`src/rtl/shift_sequencer_if.sv`:
```
// Handshake and data bundle for shift_sequencer; master drives requests,
// slave (the sequencer) drives the serial stream and status.
interface shift_sequencer_if #(
  parameter int NBITS_DATA = 4
);
  logic                          start;
  logic [NBITS_DATA-1:0]         data_in;
  logic                          fill_bit;
  logic [NBITS_DATA-1:0]         data_out;
  logic                          tx_bit;
  logic                          tx_valid;
  logic                          busy;
  logic                          done;
  logic [$clog2(NBITS_DATA):0]   bit_cnt;

  modport master (
    output start, data_in, fill_bit,
    input  data_out, tx_bit, tx_valid, busy, done, bit_cnt
  );

  modport slave (
    input  start, data_in, fill_bit,
    output data_out, tx_bit, tx_valid, busy, done, bit_cnt
  );
endinterface

```
`src/rtl/shift_sequencer.sv`:
```
// Loads a parallel word and shifts it out serially, LSB first, refilling from fill_bit.
// Define SEQ_PARITY_EN to append an even-parity bit after the data bits.
module shift_sequencer #(
  parameter int NBITS_DATA = 4
) (
  input  logic             clk_2,
  input  logic             reset,
  shift_sequencer_if.slave bus
);
  localparam int CNT_W = $clog2(NBITS_DATA) + 1;
  localparam logic [CNT_W-1:0] LAST_CNT = CNT_W'(NBITS_DATA - 1);

  typedef enum logic [2:0] {
    IDLE  = 3'd0,
    LOAD  = 3'd1,
    SHIFT = 3'd2,
`ifdef SEQ_PARITY_EN
    PAR   = 3'd3,
`endif
    DONE  = 3'd4
  } state_t;

  state_t                state_r;
  state_t                next_state;
  logic [NBITS_DATA-1:0] data_r;
  logic [CNT_W-1:0]      cnt_r;
  logic                  tx_bit_s;
  logic                  tx_valid_s;
  logic                  busy_s;
  logic                  done_s;

`ifdef SEQ_PARITY_EN
  logic                  parity_r;

  function automatic logic parity_of(input logic [NBITS_DATA-1:0] word);
    return ^word;
  endfunction
`endif

  // State register
  always_ff @(posedge clk_2 or posedge reset) begin
    if (reset) begin
      state_r <= IDLE;
    end else begin
      state_r <= next_state;
    end
  end

  // Next-state and status decode; all outputs follow the registered state
  always_comb begin
    next_state = state_r;
    tx_valid_s = 1'b0;
    tx_bit_s   = 1'b0;
    busy_s     = 1'b1;
    done_s     = 1'b0;
    case (state_r)
      IDLE: begin
        busy_s = 1'b0;
        if (bus.start) begin
          next_state = LOAD;
        end else begin
          next_state = IDLE;
        end
      end
      LOAD: begin
        next_state = SHIFT;
      end
      SHIFT: begin
        tx_valid_s = 1'b1;
        tx_bit_s   = data_r[0];
        if (cnt_r == LAST_CNT) begin
`ifdef SEQ_PARITY_EN
          next_state = PAR;
`else
          next_state = DONE;
`endif
        end else begin
          next_state = SHIFT;
        end
      end
`ifdef SEQ_PARITY_EN
      PAR: begin
        tx_valid_s = 1'b1;
        tx_bit_s   = parity_r;
        next_state = DONE;
      end
`endif
      DONE: begin
        done_s     = 1'b1;
        next_state = IDLE;
      end
      default: begin
        busy_s     = 1'b0;
        next_state = IDLE;
      end
    endcase
  end

  // Shift register, bit counter and parity capture
  always_ff @(posedge clk_2 or posedge reset) begin
    if (reset) begin
      data_r   <= {NBITS_DATA{1'b0}};
      cnt_r    <= {CNT_W{1'b0}};
`ifdef SEQ_PARITY_EN
      parity_r <= 1'b0;
`endif
    end else begin
      case (state_r)
        LOAD: begin
          data_r   <= bus.data_in;
          cnt_r    <= {CNT_W{1'b0}};
`ifdef SEQ_PARITY_EN
          parity_r <= parity_of(bus.data_in);
`endif
        end
        SHIFT: begin
          data_r <= {bus.fill_bit, data_r[NBITS_DATA-1:1]};
          cnt_r  <= cnt_r + CNT_W'(1);
        end
        default: begin
          data_r <= data_r;
          cnt_r  <= cnt_r;
        end
      endcase
    end
  end

  assign bus.data_out = data_r;
  assign bus.bit_cnt  = cnt_r;
  assign bus.tx_bit   = tx_bit_s;
  assign bus.tx_valid = tx_valid_s;
  assign bus.busy     = busy_s;
  assign bus.done     = done_s;
endmodule

```
`src/flat_wrapper.sv`:
```
// flat-port wrapper written by rule: the top's interface ports become plain ports
module shift_sequencer_flat 
#(
  parameter int NBITS_DATA = 4
)
  (clk_2, reset, bus_start, bus_data_in, bus_fill_bit, bus_data_out, bus_tx_bit, bus_tx_valid, bus_busy, bus_done, bus_bit_cnt);
  shift_sequencer_if #(.NBITS_DATA(NBITS_DATA)) bus_i ();
  input  logic clk_2;
  input  logic reset;
  input wire logic [$bits(bus_i.start)-1:0] bus_start;
  input wire logic [$bits(bus_i.data_in)-1:0] bus_data_in;
  input wire logic [$bits(bus_i.fill_bit)-1:0] bus_fill_bit;
  output wire logic [$bits(bus_i.data_out)-1:0] bus_data_out;
  output wire logic [$bits(bus_i.tx_bit)-1:0] bus_tx_bit;
  output wire logic [$bits(bus_i.tx_valid)-1:0] bus_tx_valid;
  output wire logic [$bits(bus_i.busy)-1:0] bus_busy;
  output wire logic [$bits(bus_i.done)-1:0] bus_done;
  output wire logic [$bits(bus_i.bit_cnt)-1:0] bus_bit_cnt;
  assign bus_i.start = bus_start;
  assign bus_i.data_in = bus_data_in;
  assign bus_i.fill_bit = bus_fill_bit;
  assign bus_data_out = bus_i.data_out;
  assign bus_tx_bit = bus_i.tx_bit;
  assign bus_tx_valid = bus_i.tx_valid;
  assign bus_busy = bus_i.busy;
  assign bus_done = bus_i.done;
  assign bus_bit_cnt = bus_i.bit_cnt;
  shift_sequencer #(.NBITS_DATA(NBITS_DATA)) u_core (.clk_2(clk_2), .reset(reset), .bus(bus_i));
endmodule
```
`config.mk`:
```
export PLATFORM = sky130hd
export DESIGN_NAME = shift_sequencer_flat
export DESIGN_NICKNAME = d
export VERILOG_FILES = /design/src/rtl/shift_sequencer_if.sv /design/src/rtl/shift_sequencer.sv /design/src/flat_wrapper.sv
export SDC_FILE = /design/constraint.sdc
export NUM_CORES = 1
export LEC_CHECK = 0
export ABC_CLOCK_PERIOD_IN_PS = 2150
export BUFFER_PORTS_ARGS = -buffer_cell sky130_fd_sc_hd__buf_2
export CAP_MARGIN = 20
export CORE_AREA = 2 2 39 41
export CTS_CLUSTER_SIZE = 40
export DETAILED_ROUTE_END_ITERATION = 8
export DIE_AREA = 0 0 41 43
export PLACE_DENSITY = 0.68
export SLEW_MARGIN = 0
export SYNTH_ARGS = -nofsm -noshare
export SYNTH_HDL_FRONTEND = slang
export SYNTH_SLANG_ARGS = --single-unit
```
`constraint.sdc`:
```
create_clock -name clk_2 -period 2.15 [get_ports clk_2]
set_input_delay 0.43 -clock clk_2 [delete_from_list [all_inputs] [get_ports clk_2]]
set_output_delay 0.43 -clock clk_2 [all_outputs]
set_load 0.01 [all_outputs]
```
==> impl_metrics.toml <==
[status]
outcome = "complete, no violations"

[critical_path]
path_delay_family = "flip-flops"
crit_path_end_kind = "output port"
r2r_setup_slack_ps = 820
path_class = "reg2out"
cp_data_arrival_time_ps = 1550
required_ps = 1720
path_max_fanout = 10
crit_chain = "nand2b_4 -> a21oi_4 -> or2_1 -> buf_2"
startpoint_type = "flip-flop"
r2r-start = "u_core.bus.bit_cnt[0]"
cpPeakStageDelay_ps = 570
worst-r2r-cell-count = 4
cp.buffers_inverters = 1
regToRegEndpoint = "u_core.bus.bit_cnt[2]"
slowest_stage = "dfrtp_1"

[synthesis]
synthFlopType = "dfrtp_1"
syn-cell-area_sq_um = 556
synth_fp_nets = 55
yosysSeqAreaShare = 0.450
ys_seq_elements = 10
syn_inst = 45
synth_edf_count = 0
synth_warnings = 0
synth_cell_type_count = 22
avgSynthCellArea_sq_um = 12.3
async_reset_ff_frac = 1.00

[clock_network]
post_cts_resized = 0
post_cts_buffers = 0
cts_made_buffers = 3
cts-hold-fix-buffers = 0
cts_tree = "done"
clock_path_buffers = 2
htree_levels = 1
worstSkewPairLatency_ps = 260
numClockSinks = 10
clk_pin_slew_ps = 60
root_buffer = "clkbuf_4"

[finish]
fillers = 147
diodes = 0
area_growth_pct = 18.9
nNetsFinal = 75
drive_above_1_share = 0.492
final_cells = 79

[timing]
tns_ps = 0
fin_skew_ps = 3.33
tightest_slew_ps = 454
hold_viol = 0
report.final.slew_viol_count = 0
rsz0062_at_grt = "false"
max_slew_margin = 0.697
setup_viol = 0
finalCriticalPeriod_ps = 1980
fmax_mhz = 506
post-route-period-util = 0.920

[global_route]
grt_max_degree = 13
grt_usage = 0.149
first_global_vias = 414
gr-total-overflow = 0
grt_pass1_wl_mm = 1.77
antenna_found_initial = 0

[drt]
ant_nets = 0
drcViolationCount = 0
wl_per_cell_um = 13.6
drt_iter0_markers = 7
via_per_inst = 5.44
first_pass_iters = 2
wirelength_mm = 1.07
dr_total_vias = 430

[power_and_ir_drop]
leakagePower_nw = 0.314
cellPowerDensity_nw_per_um2 = 1470
ir_worst_vdd_mv = 0.572

[floorplanning]
io_pins = 19
fp.coreArea_sq_um = 1380
dieArea_sq_um = 1760
num_rows = 14
fp.dieH_um = 43
floorplan.initialDensity = 0.401
die_x_um = 41

[min_path]
min-delay-path-class = "in2async"

[run]
drv_cap = 0

[place]
place_congestion = 0.652
dp_hpwl_um = 811
port_buffers = 18
placed_cells = 76
## area by class of cell
cell class              count  area [sq um]  area share
inverters                   2          7.51      0.0114
flip-flops and latches     10           250       0.379
repair buffers             18          90.1       0.136
clock buffers               3          22.5      0.0341
well taps                  16          20.0      0.0303
multi-input cells          30           270       0.409
## worst register-to-register path, delay by kind of cell, from the launching register on
kind | cells | cell delay, ps
adder cells (fa/ha/maj) | 2 | 490
flip-flops | 1 | 410
AO/OA/AOI/OAI | 2 | 380
## flip-flops by register name, indices dropped and copies added, names as in the netlist
signal,cells
u_core.state_r,3
u_core.bus.data_out,4
u_core.bus.bit_cnt,3
## worst max-delay path by stage
stage	startpoint	to	slack, ps	depth (start not counted)
floorplan	u_core.state_r[1]	bus_busy	670	3
global placement	u_core.state_r[0]	bus_busy	490	4
detailed placement	u_core.state_r[0]	bus_busy	450	4
CTS	u_core.state_r[0]	bus_busy	170	4
global route	u_core.state_r[0]	bus_busy	90	4
finish	u_core.state_r[0]	bus_busy	170	4
## cells in the mapped netlist (2+ instances only)
cell type | instances | area [sq um]
a22o_2 | 3 | 30.0
buf_6 | 2 | 22.5
dfrtp_1 | 10 | 250
ha_1 | 2 | 25.0
inv_1 | 2 | 7.51
nand2b_4 | 2 | 27.5
nor3b_1 | 2 | 15.0
o22a_1 | 8 | 70.1
## power breakdown
part	internal [mW]	total [mW]	switching [mW]
combinational	0.271	0.486	0.215
clock	0.0643	0.121	0.0565
sequential	0.264	0.364	0.101
## stage by stage
stage	util	setup slack (ps)	instance area (sq um)	hold slack [ps]	power (mW)
CTS	0.477	167	661	151	0.984
global placement	0.461	491	638	429	0.845
finish	0.477	173	661	141	0.972
detailed placement	0.461	452	638	429	0.860
global route	0.477	94.9	661	172	1.05
floorplan	-	666	556	270	0.739
## layout by cell type (no fill, tap or decap), types with 2 or more instances in the layout
master	netlist	layout
a22o_2	3	3
inv_1	2	2
ha_1	2	2
nor3b_1	2	2
o22a_1	8	8
buf_2	1	18
dfrtp_1	10	10
clkbuf_4	0	3
nand2b_4	2	2
## layer usage
metal,vias to the layer above,global-route usage,part of all wire
met5,-,0,0
met4,0,0.100,0.0093
met1,208,0.205,0.46
met3,2,0.0157,0.063
li1,206,-,-
met2,14,0.209,0.47
## kinds of logic after synthesis
family / synth area share
AOI/OAI and AO/OA: 0.266
adders and majority gates: 0.0450
buffers and inverters: 0.0631
and+or+nand+nor: 0.155
DFF: 0.450
muxes: 0.0203
(Power assumes the default switching activity.)
